==> src/rtl/maj_fold_accum_pkg.sv <==
// Shared constants and state type for the folded 39-input majority front end.
// Widths derive from N and CHUNK so the datapath resizes with them.
package maj_pkg;

    localparam int N         = 39;
    localparam int CHUNK     = 8;
    localparam int THRESH    = (N + 1) / 2;
    localparam int BEATS     = (N + CHUNK - 1) / CHUNK;
    localparam int CNT_W     = $clog2(N + 1);
    localparam int PC_W      = $clog2(CHUNK + 1);
    localparam int BEAT_W    = $clog2(BEATS);
    localparam int LAST_BITS = N - (BEATS - 1) * CHUNK;

    localparam logic [CHUNK-1:0] LAST_MASK = CHUNK'((1 << LAST_BITS) - 1);

    typedef enum logic {
        ACCUM = 1'b0,
        HOLD  = 1'b1
    } state_e;

endpackage

==> src/rtl/maj_fold_accum_chunk_popcount.sv <==
// Purpose: masked popcount of one input chunk; the last beat keeps only LAST_BITS.
// Latency: combinational. Backpressure: none, pure function of its inputs.
module chunk_popcount
    import maj_pkg::*;
(
    input  logic [CHUNK-1:0] data,
    input  logic             last,
    output logic [PC_W-1:0]  cnt
);

    logic [CHUNK-1:0] masked;

    always_comb begin
        masked = last ? (data & LAST_MASK) : data;
        cnt    = '0;
        for (int i = 0; i < CHUNK; i++) begin
            cnt = cnt + PC_W'(masked[i]);
        end
    end

endmodule

==> src/rtl/maj_fold_accum.sv <==
// Purpose: accumulates a 39-bit vector over 8-bit beats, emits majority and popcount.
// Latency: out_valid rises the cycle after the last-beat transfer; 6 cycles/vector min.
// Backpressure: result held in HOLD until out_ready; in_ready is low for that whole time.
module maj_fold_accum
    import maj_pkg::*;
(
    input  logic             clk,
    input  logic             rst,
    input  logic             in_valid,
    output logic             in_ready,
    input  logic [CHUNK-1:0] in_data,
    input  logic             flush,
    output logic             out_valid,
    input  logic             out_ready,
    output logic             y0,
    output logic [CNT_W-1:0] count
);

    state_e             state_q, state_d;
    logic [CNT_W-1:0]   acc_q, acc_d;
    logic [BEAT_W-1:0]  beat_q, beat_d;
    logic               y0_q, y0_d;
    logic [CNT_W-1:0]   count_q, count_d;

    logic               last_beat;
    logic [PC_W-1:0]    chunk_cnt;
    logic [CNT_W-1:0]   sum;

    assign last_beat = (beat_q == BEAT_W'(BEATS - 1));

    chunk_popcount u_chunk_popcount (
        .data (in_data),
        .last (last_beat),
        .cnt  (chunk_cnt)
    );

    assign sum = acc_q + CNT_W'(chunk_cnt);

    // Handshake outputs come straight from the state flop: no path from out_ready.
    assign in_ready  = (state_q == ACCUM);
    assign out_valid = (state_q == HOLD);
    assign y0        = y0_q;
    assign count     = count_q;

    always_comb begin
        state_d = state_q;
        acc_d   = acc_q;
        beat_d  = beat_q;
        y0_d    = y0_q;
        count_d = count_q;
        case (state_q)
            ACCUM: begin
                if (flush) begin
                    acc_d  = '0;
                    beat_d = '0;
                end else if (in_valid) begin
                    if (last_beat) begin
                        count_d = sum;
                        y0_d    = (sum >= CNT_W'(THRESH));
                        acc_d   = '0;
                        beat_d  = '0;
                        state_d = HOLD;
                    end else begin
                        acc_d  = sum;
                        beat_d = beat_q + BEAT_W'(1);
                    end
                end
            end
            HOLD: begin
                if (out_ready) begin
                    state_d = ACCUM;
                end
            end
            default: state_d = ACCUM;
        endcase
    end

    always_ff @(posedge clk or posedge rst) begin
        if (rst) begin
            state_q <= ACCUM;
            acc_q   <= '0;
            beat_q  <= '0;
            y0_q    <= 1'b0;
            count_q <= '0;
        end else begin
            state_q <= state_d;
            acc_q   <= acc_d;
            beat_q  <= beat_d;
            y0_q    <= y0_d;
            count_q <= count_d;
        end
    end

endmodule

==> config.mk <==
export PLATFORM = sky130hd
export DESIGN_NAME = maj_fold_accum
export DESIGN_NICKNAME = d
export VERILOG_FILES = /design/src/rtl/maj_fold_accum_pkg.sv /design/src/rtl/maj_fold_accum_chunk_popcount.sv /design/src/rtl/maj_fold_accum.sv
export SDC_FILE = /design/constraint.sdc
export NUM_CORES = 1
export LEC_CHECK = 0
export ABC_AREA = 1
export CAP_MARGIN = 25
export CELL_PAD_IN_SITES_DETAIL_PLACEMENT = 1
export CELL_PAD_IN_SITES_GLOBAL_PLACEMENT = 2
export CORE_ASPECT_RATIO = 0.8
export CORE_UTILIZATION = 33
export CTS_CLUSTER_SIZE = 16
export DETAILED_ROUTE_END_ITERATION = 10
export PLACE_DENSITY = 0.81
export RECOVER_POWER = 50
export REMOVE_ABC_BUFFERS = 1
export SLEW_MARGIN = 25
export SYNTH_ARGS = -nofsm -noshare
export SYNTH_HDL_FRONTEND = slang
export SYNTH_SLANG_ARGS = --single-unit
==> constraint.sdc <==
create_clock -name clk -period 6.2 [get_ports clk]
set_input_delay 1.86 -clock clk [delete_from_list [all_inputs] [get_ports clk]]
set_output_delay 1.86 -clock clk [all_outputs]
set_load 0.02 [all_outputs]
==> impl_summary.log, run 1 <==
[metrics] proportion of synthesized chip area in sequential cells: 0.375
[metrics] setup bufs post-CTS: 0
[metrics] unrepaired setup endpoints after global routing: false
[metrics] number of port buffers: 21
[metrics] Worst-Skew Late Latency: 0.26 ns
[metrics] endpoint kind of the worst setup timing path: flip-flop
[metrics] Detail Route met2 WL: 1200 um
[metrics] Final Net Count: 182
[metrics] crit-path max FO: 3
[metrics] initial antenna violation count: 0
[metrics] vias per cell: 4.72
[metrics] vertical extent of the die: 54.5 um
[metrics] total vias in the final route: 916
[metrics] die area: 0.00368 sq mm
[metrics] path type of the worst setup path: primary input to flip-flop
[metrics] startpoint class of the critical path: primary input
[metrics] wire length on met1: 1320 um
[metrics] Num CTS Buffers: 3
[metrics] core outline area: 0.00318 sq mm
[metrics] clk sink count: 17
[metrics] wire length of the first global-routing pass: 4550 um
[metrics] clk slew on worst S/H paths: 0.07 ns
[metrics] uppermost routed layer: met4
[metrics] number of pins exceeding their max-slew limit in the final report: 0
[metrics] root buffer selected by CTS: sky130_fd_sc_hd__clkbuf_8
[metrics] post-cts hold buffer count: 0
[metrics] number of ports placed on the die boundary: 22
[metrics] number of global-route vias before repair: 940
[metrics] worst hold slack across all endpoints: 0.495 ns
[metrics] clock skew: 0.00690 ns
[metrics] YS warnings: 0
[metrics] number of DRC markers after the initial detailed-route iteration: 7
[metrics] number of distinct library cell variants in the gate-level netlist after synthesis: 22
[metrics] FF-to-FF Start: beat_q[0]
[metrics] final global-route overflow total: 0
[metrics] Final period util: 0.887
[metrics] layout cell share with drive strength beyond 1: 0.149
[metrics] maximum number of pins on one net before global-route repair: 18
[metrics] detailed-route wire length: 2640 um
[metrics] number of remaining DRC errors: 0
[metrics] total of max-cap violations: 0
[metrics] Critical Path AT: 5.65 ns
[metrics] wire length on met3: 90 um
[metrics] Hold Path Origin: count[4]
[metrics] actual slew at the worst max-slew pin: 0.838 ns
[metrics] count of instances resized after the clock tree is built: 0
[metrics] starting utilization of the core area: 0.357
[metrics] utilization after layout: 0.449
[metrics] max frequency: 0.182 GHz
[metrics] area of the mapped netlist: 0.00113 sq mm
[metrics] Worst Path Required: 6.35 ns
[metrics] mean cell area of the mapped netlist: 8.80 sq um
[metrics] post-synthesis to final-layout area growth: 25.7%
[metrics] Antenna Violating Nets Remaining: 0
[metrics] Bufs on Longest Clock Path: 2
[metrics] count of TritonRoute iterations in the first routing pass: 3
[metrics] TritonCTS clock tree: built
[metrics] Final Hold Viols: 0
[metrics] final setup TNS: 0 ns
[metrics] Tightest Hold Check Type: flip-flop to flip-flop
[metrics] HPWL after detailed placement: 2230 um
[metrics] number of H-tree levels: 1
[metrics] diode count: 0
[metrics] outcome: finished, final reports clean
[metrics] largest voltage drop on the vdd net: 0.000161 V
[metrics] post-layout min period: 5.50 ns
[metrics] worst relative slew slack: 0.436
[metrics] Total Routing Usage GR: 0.173
[metrics] total of flip-flops plus latches after synthesis: 17
[metrics] Setup crit start: in_data[0]
[metrics] average wire length per cell after detail routing: 13.6 um
[metrics] Placement Rows: 18
[metrics] Final Total Pwr: 455 uW
[metrics] leakage power of the design: 0.000696 uW
[metrics] PwrDens: 319 mW/mm^2
[metrics] gpl congestion: 0.718
[metrics] final setup fails: 0
[metrics] die width: 67.6 um
[metrics] instance count of the mapped netlist: 129
-- stage by stage --
step / std cells / instance area [sq um] / setup WS [ns]
finish: 194 / 1430 / 0.702
global route: 194 / 1430 / 0.525
CTS: 194 / 1440 / 0.696
detailed placement: 190 / 1400 / 0.430
global placement: 190 / 1400 / 0.565
floorplan: 129 / 1130 / 1.07
-- path summary, 6_finish.rpt --
kind / depth (start not counted) / to / slack (ns)
max: 15 / y0 / 0.70
min in group asynchronous: 2 / beat_q[2] / 2.13
max reg2reg: 15 / y0 / 2.73
min reg2reg: 2 / count[4] / 0.50
min: 2 / count[4] / 0.50
max in group asynchronous: 2 / acc_q[0] / 3.64
-- placed cells by master, fill, tap and decap left out, types with 4 or more instances in the layout --
master,instances
sky130_fd_sc_hd__ha_1,9
sky130_fd_sc_hd__o21ai_1,11
sky130_fd_sc_hd__nand2_1,22
sky130_fd_sc_hd__inv_1,23
sky130_fd_sc_hd__nand3_1,4
sky130_fd_sc_hd__nand3_2,7
sky130_fd_sc_hd__inv_2,6
sky130_fd_sc_hd__nor2_1,5
sky130_fd_sc_hd__dfrtp_1,17
sky130_fd_sc_hd__nand2_2,5
sky130_fd_sc_hd__fa_1,5
sky130_fd_sc_hd__clkdlybuf4s50_1,19
-- critical path, cell delays in order --
cell and delay, ns:
sky130_fd_sc_hd__clkdlybuf4s50_1 0.41, sky130_fd_sc_hd__ha_1 0.29, sky130_fd_sc_hd__inv_1 0.07, sky130_fd_sc_hd__fa_1 0.43, sky130_fd_sc_hd__fa_1 0.49, sky130_fd_sc_hd__fa_1 0.43
sky130_fd_sc_hd__fa_1 0.50, sky130_fd_sc_hd__inv_1 0.07, sky130_fd_sc_hd__fa_1 0.43, sky130_fd_sc_hd__xnor2_1 0.33, sky130_fd_sc_hd__nand3_2 0.10, sky130_fd_sc_hd__nand2_1 0.06
sky130_fd_sc_hd__inv_1 0.04, sky130_fd_sc_hd__nor2_2 0.10, sky130_fd_sc_hd__nor2_2 0.04
-- registers in the layout (all words and copies together) (netlist names) --
name	flops
y0	1
acc_q	6
count	6
beat_q	3
out_valid	1
-- synth_stat cells, drive strengths merged --
library cell,n,share of area
nand3,11,0.079
a21oi,2,0.0088
dfrtp,17,0.37
a22o,1,0.0077
fa,5,0.088
a31oi,1,0.0055
xnor2,3,0.023
nand2,27,0.10
clkinv,1,0.0033
o22ai,1,0.0055
nor2,7,0.036
ha,9,0.099
inv,29,0.096
o21a,1,0.0066
o21ai,14,0.065
-- logic make-up after synthesis --
logic type / after synthesis / synth area share
adders and majority gates: 14 / 0.187
buffers and inverters: 30 / 0.0992
AOI/OAI and AO/OA: 20 / 0.0992
xor gates and xnor gates: 3 / 0.0232
DFF: 17 / 0.375
and+or+nand+nor: 45 / 0.216
-- where the power goes --
part	leakage, uW	internal, uW	total (uW)	switching, uW
logic	0.000442	92.7	219	126
clock network	0.0000228	45.7	85.3	39.6
registers	0.000231	135	151	15.9
-- layer usage --
metal / vias up / global-route usage
met5: - / 0
met1: 445 / 0.238
met3: 4 / 0.0396
met4: 0 / 0.0532
li1: 454 / -
met2: 13 / 0.269
-- area by class of cell --
class / instances / area (sq um)
Tap cell: 40 / 50.0
Clock buffer: 4 / 45.0
Multi-Input combinational cell: 82 / 583
Inverter: 30 / 113
Sequential cell: 17 / 425
Fill cell: 391 / 1750
Timing Repair Buffer: 21 / 210
No activity file was read; power rests on OpenSTA's default activity.
==> run 2, diff against run 1 <==
--- a/config.mk
+++ b/config.mk
@@ -10,10 +10,10 @@
 export CELL_PAD_IN_SITES_DETAIL_PLACEMENT = 1
 export CELL_PAD_IN_SITES_GLOBAL_PLACEMENT = 2
 export CORE_ASPECT_RATIO = 0.8
-export CORE_UTILIZATION = 33
+export CORE_UTILIZATION = 30
 export CTS_CLUSTER_SIZE = 16
 export DETAILED_ROUTE_END_ITERATION = 10
-export PLACE_DENSITY = 0.81
+export PLACE_DENSITY = 0.74
 export RECOVER_POWER = 50
 export REMOVE_ABC_BUFFERS = 1
 export SLEW_MARGIN = 25
==> constraint.sdc (replaced) <==
create_clock -name clk -period 6 [get_ports clk]
set_input_delay 1.8 -clock clk [delete_from_list [all_inputs] [get_ports clk]]
set_output_delay 1.8 -clock clk [all_outputs]
set_load 0.02 [all_outputs]
==> impl_summary.log, run 2 (synthesized netlist as in run 1, its figures left out) <==
[metrics] outcome: finished, final reports clean
[metrics] final global-route overflow total: 0
[metrics] gpl congestion: 0.713
[metrics] clock skew: 0.00754 ns
[metrics] average wire length per cell after detail routing: 13.6 um
[metrics] crit-path max FO: 3
[metrics] post-synthesis to final-layout area growth: 25.9%
[metrics] endpoint kind of the worst setup timing path: flip-flop
[metrics] die area: 0.00403 sq mm
[metrics] critical-path cell with the highest stage delay: sky130_fd_sc_hd__fa_1
[metrics] total of max-cap violations: 0
[metrics] CP bufs+invs: 4
[metrics] leakage power of the design: 0.000696 uW
[metrics] root buffer selected by CTS: sky130_fd_sc_hd__clkbuf_8
[metrics] Cell Area, Placed: 0.00140 sq mm
[metrics] maximum number of pins on one net before global-route repair: 18
[metrics] count of instances resized after the clock tree is built: 0
[metrics] number of global-route vias before repair: 976
[metrics] most frequent CP cell: sky130_fd_sc_hd__fa_1
[metrics] Worst Reg2Reg Path Length in Cells: 15
[metrics] Bufs on Longest Clock Path: 2
[metrics] path type of the worst setup path: primary input to flip-flop
[metrics] number of logic stages on the critical path including buffering: 15
[metrics] Worst Hold Depth: 1
[metrics] WHS Endpoint: count[5]
[metrics] Worst Path Required: 6.14 ns
[metrics] setup bufs post-CTS: 0
[metrics] post-layout min period: 5.45 ns
[metrics] sequential standard cell area: 425 sq um
[metrics] HPWL after detailed placement: 2270 um
[metrics] core outline area: 0.00352 sq mm
[metrics] Final Net Count: 182
[metrics] fillcell total: 435
[metrics] max frequency: 0.183 GHz
[metrics] combined area of the multi-input logic cells: 583 sq um
[metrics] r2r endpoint: y0
[metrics] wire length of the first global-routing pass: 4570 um
[metrics] TritonCTS clock tree: built
[metrics] number of H-tree levels: 1
[metrics] total vias in the final route: 929
[metrics] Hold Path Origin: count[5]
[metrics] largest voltage drop on the vdd net: 0.000130 V
[metrics] most frequent standard cell in the layout excluding fill and tap cells: sky130_fd_sc_hd__inv_1
[metrics] diode count: 0
[metrics] Tightest Hold Check Type: flip-flop to flip-flop
[metrics] vertical extent of the die: 57.0 um
[metrics] cell area after layout: 0.00143 sq mm
[metrics] layout cell share with drive strength beyond 1: 0.149
[metrics] reg2reg setup slack: 2.50 ns
[metrics] post-cts hold buffer count: 0
[metrics] Cell Chain, Critical Path: clkdlybuf4s50_1 > ha_1 > inv_1 > fa_1 > fa_1 > fa_1 > fa_1 > inv_1 > fa_1 > xnor2_1 > nand3_2 > nand2_1 > inv_1 > nor2_2 > nor2_2
[metrics] count of TritonRoute iterations in the first routing pass: 2
[metrics] number of ports placed on the die boundary: 22
[metrics] final setup TNS: 0 ns
[metrics] leading cell types in the layout, fill and taps excluded: sky130_fd_sc_hd__inv_1, sky130_fd_sc_hd__nand2_1, sky130_fd_sc_hd__clkdlybuf4s50_1, sky130_fd_sc_hd__dfrtp_1, sky130_fd_sc_hd__o21ai_1
[metrics] top cell family by delay on the critical path: adder cells
[metrics] initial antenna violation count: 0
[metrics] actual slew at the worst max-slew pin: 0.799 ns
[metrics] startpoint class of the critical path: primary input
[metrics] Num CTS Buffers: 3
[metrics] Final Hold Viols: 0
[metrics] Critical Path AT: 5.59 ns
[metrics] Total Routing Usage GR: 0.146
[metrics] max incr delay on CP: 0.50 ns
[metrics] clk slew on worst S/H paths: 0.07 ns
[metrics] Placement Rows: 19
[metrics] FF-to-FF Start: beat_q[0]
[metrics] number of pins exceeding their max-slew limit in the final report: 0
[metrics] Antenna Violating Nets Remaining: 0
[metrics] vias per cell: 4.74
[metrics] detailed-route wire length: 2660 um
[metrics] PwrDens: 326 mW/mm^2
[metrics] number of port buffers: 21
[metrics] die width: 70.8 um
[metrics] number of remaining DRC errors: 0
[metrics] clk sink count: 17
[metrics] number of DRC markers after the initial detailed-route iteration: 38
[metrics] Worst-Skew Late Latency: 0.25 ns
[metrics] starting utilization of the core area: 0.323
[metrics] final setup fails: 0
[metrics] worst relative slew slack: 0.461
[metrics] unrepaired setup endpoints after global routing: false
[metrics] Final period util: 0.909
-- run 2: worst max path at each step --
stage	startpoint	endpoint	slack (ns)
2_1_floorplan	in_data[0]	y0	0.93
3_3_place_gp	in_data[0]	y0	0.42
3_5_place_dp	in_data[0]	y0	0.25
4_1_cts	in_data[0]	y0	0.52
5_1_grt	in_data[0]	y0	0.38
6_report	in_data[0]	y0	0.55
-- run 2: layer usage --
layer  up-vias  wire length, um  global-route usage
met5         -                0                   0
met4         0                0                   0
met3         0               90              0.0371
met2        14             1230               0.242
met1       462             1340               0.207
li1        453                -                   -
-- run 2: area by class of cell --
type | instances | share of cell area
Inverter | 30 | 0.0788
Timing Repair Buffer | 21 | 0.147
Tap cell | 42 | 0.0368
Clock buffer | 4 | 0.0315
Multi-Input combinational cell | 82 | 0.408
Sequential cell | 17 | 0.298
-- run 2: where the power goes --
part	leakage, uW	internal (uW)	switching, uW	total, uW
clock network	0.0000228	47.0	36.0	83.0
registers	0.000231	139	18.1	157
logic	0.000442	96.9	129	226
-- run 2: stage by stage --
stage / utilization / worst slack [ns] / total power [uW] / cells / hold slack (ns)
floorplan: - / 0.931 / 308 / 129 / 0.465
global placement: 0.397 / 0.419 / 380 / 192 / 0.475
detailed placement: 0.397 / 0.246 / 387 / 192 / 0.487
CTS: 0.410 / 0.517 / 475 / 196 / 0.503
global route: 0.406 / 0.384 / 506 / 196 / 0.524
finish: 0.406 / 0.547 / 466 / 196 / 0.499
==> run 3, diff against run 2 <==
--- a/config.mk
+++ b/config.mk
@@ -10,6 +10,7 @@
 export CELL_PAD_IN_SITES_DETAIL_PLACEMENT = 1
 export CELL_PAD_IN_SITES_GLOBAL_PLACEMENT = 2
 export CORE_ASPECT_RATIO = 0.8
+export CORE_MARGIN = 2
 export CORE_UTILIZATION = 30
 export CTS_CLUSTER_SIZE = 16
 export DETAILED_ROUTE_END_ITERATION = 10
==> impl_summary.log, run 3 (synthesized netlist as in run 1, its figures left out) <==
[metrics] number of port buffers: 21
[metrics] HPWL after detailed placement: 2350 um
[metrics] vias per cell: 4.69
[metrics] final setup TNS: 0 ns
[metrics] setup bufs post-CTS: 0
[metrics] number of logic stages on the critical path including buffering: 15
[metrics] starting utilization of the core area: 0.323
[metrics] most frequent standard cell in the layout excluding fill and tap cells: sky130_fd_sc_hd__inv_1
[metrics] max frequency: 0.183 GHz
[metrics] r2r endpoint: y0
[metrics] Bufs on Longest Clock Path: 2
[metrics] layout cell share with drive strength beyond 1: 0.149
[metrics] top cell family by delay on the critical path: adder cells
[metrics] clk slew on worst S/H paths: 0.06 ns
[metrics] Final period util: 0.911
[metrics] root buffer selected by CTS: sky130_fd_sc_hd__clkbuf_8
[metrics] Final Net Count: 182
[metrics] initial antenna violation count: 0
[metrics] number of remaining DRC errors: 0
[metrics] total vias in the final route: 920
[metrics] CP bufs+invs: 4
[metrics] die width: 72.8 um
[metrics] final global-route overflow total: 0
[metrics] Num CTS Buffers: 3
[metrics] final setup fails: 0
[metrics] Tightest Hold Check Type: flip-flop to flip-flop
[metrics] crit-path max FO: 3
[metrics] Hold Path Origin: count[5]
[metrics] WHS Endpoint: count[5]
[metrics] count of TritonRoute iterations in the first routing pass: 4
[metrics] actual slew at the worst max-slew pin: 0.874 ns
[metrics] relative contribution of sequential cells to total power: 0.332
[metrics] utilization after layout: 0.406
[metrics] leading cell types in the layout, fill and taps excluded: sky130_fd_sc_hd__inv_1, sky130_fd_sc_hd__nand2_1, sky130_fd_sc_hd__clkdlybuf4s50_1, sky130_fd_sc_hd__dfrtp_1, sky130_fd_sc_hd__o21ai_1
[metrics] Worst-Skew Late Latency: 0.25 ns
[metrics] unrepaired setup endpoints after global routing: false
[metrics] max incr delay on CP: 0.50 ns
[metrics] largest voltage drop on the vdd net: 0.000126 V
[metrics] post-layout min period: 5.47 ns
[metrics] TritonCTS clock tree: built
[metrics] combinational cell fraction of total power: 0.486
[metrics] leakage power of the design: 0.000696 uW
[metrics] clock skew: 0.00524 ns
[metrics] Total Routing Usage GR: 0.143
[metrics] count of instances resized after the clock tree is built: 0
[metrics] Critical Path AT: 5.61 ns
[metrics] net switching power: 188 uW
[metrics] reg2reg setup slack: 2.50 ns
[metrics] FF-to-FF Start: beat_q[0]
[metrics] wire length of the first global-routing pass: 4580 um
[metrics] number of global-route vias before repair: 955
[metrics] critical-path cell with the highest stage delay: sky130_fd_sc_hd__fa_1
[metrics] worst relative slew slack: 0.411
[metrics] Final Hold Viols: 0
[metrics] diode count: 0
[metrics] number of H-tree levels: 1
[metrics] detailed-route wire length: 2740 um
[metrics] path type of the worst setup path: primary input to flip-flop
[metrics] total of max-cap violations: 0
[metrics] number of pins exceeding their max-slew limit in the final report: 0
[metrics] net switching fraction of the power: 0.398
[metrics] endpoint kind of the worst setup timing path: flip-flop
[metrics] startpoint class of the critical path: primary input
[metrics] core outline area: 0.00352 sq mm
[metrics] Worst Reg2Reg Path Length in Cells: 15
[metrics] number of ports placed on the die boundary: 22
[metrics] share of total power in the clock network: 0.182
[metrics] average wire length per cell after detail routing: 14.0 um
[metrics] post-cts hold buffer count: 0
[metrics] vertical extent of the die: 59.0 um
[metrics] Power Internal: 284 uW
[metrics] PwrDens: 330 mW/mm^2
[metrics] number of DRC markers after the initial detailed-route iteration: 17
[metrics] most frequent CP cell: sky130_fd_sc_hd__fa_1
[metrics] Placement Rows: 19
[metrics] Cell Chain, Critical Path: clkdlybuf4s50_1 > ha_1 > inv_1 > fa_1 > fa_1 > fa_1 > fa_1 > inv_1 > fa_1 > xnor2_1 > nand3_2 > nand2_1 > inv_1 > nor2_2 > nor2_2
[metrics] maximum number of pins on one net before global-route repair: 18
[metrics] Worst Hold Depth: 1
[metrics] Worst Path Required: 6.14 ns
[metrics] gpl congestion: 0.716
[metrics] post-synthesis to final-layout area growth: 25.9%
[metrics] clk sink count: 17
[metrics] outcome: finished, final reports clean
[metrics] Antenna Violating Nets Remaining: 0
[metrics] die area: 0.00429 sq mm
run 3: cell counts in the layout (fill, tap and decap cells not counted):
No cell type changed its count.
run 3: per-layer routing:
layer	vias up	wire (um)	GRT usage
li1	451	-	-
met1	454	1380	0.196
met2	13	1290	0.232
met3	2	59	0.0272
met4	0	8	0.0397
met5	-	0	0
run 3: power by group through the flow:
stage,combinational (uW),sequential (uW),clock (uW)
global route,260,160,92.9
finish,229,157,86.0
floorplan,136,172,0
global placement,223,157,0
detailed placement,233,159,0
CTS,235,157,89.4
run 3: per-stage QoR:
stage	instance area, sq um	power [uW]	setup slack, ns	hold WS, ns	std cells
6_report	1430	472	0.535	0.499	196
5_1_grt	1430	513	0.373	0.517	196
4_1_cts	1440	481	0.505	0.499	196
3_5_place_dp	1400	392	0.231	0.484	192
3_3_place_gp	1400	380	0.419	0.475	192
2_1_floorplan	1130	308	0.931	0.465	129
run 3: worst max-delay path by stage:
stage               endpoint        from
floorplan                 y0  in_data[0]
finish                    y0  in_data[0]
global placement          y0  in_data[0]
detailed placement        y0  in_data[0]
global route              y0  in_data[0]
CTS                       y0  in_data[0]
run 3: layout make-up:
cell class | count | area, sq um
flip-flops and latches | 17 | 425
repair buffers | 21 | 210
clock buffers | 4 | 45.0
fillers | 443 | 2090
inverters | 30 | 113
multi-input cells | 82 | 583
well taps | 42 | 52.6
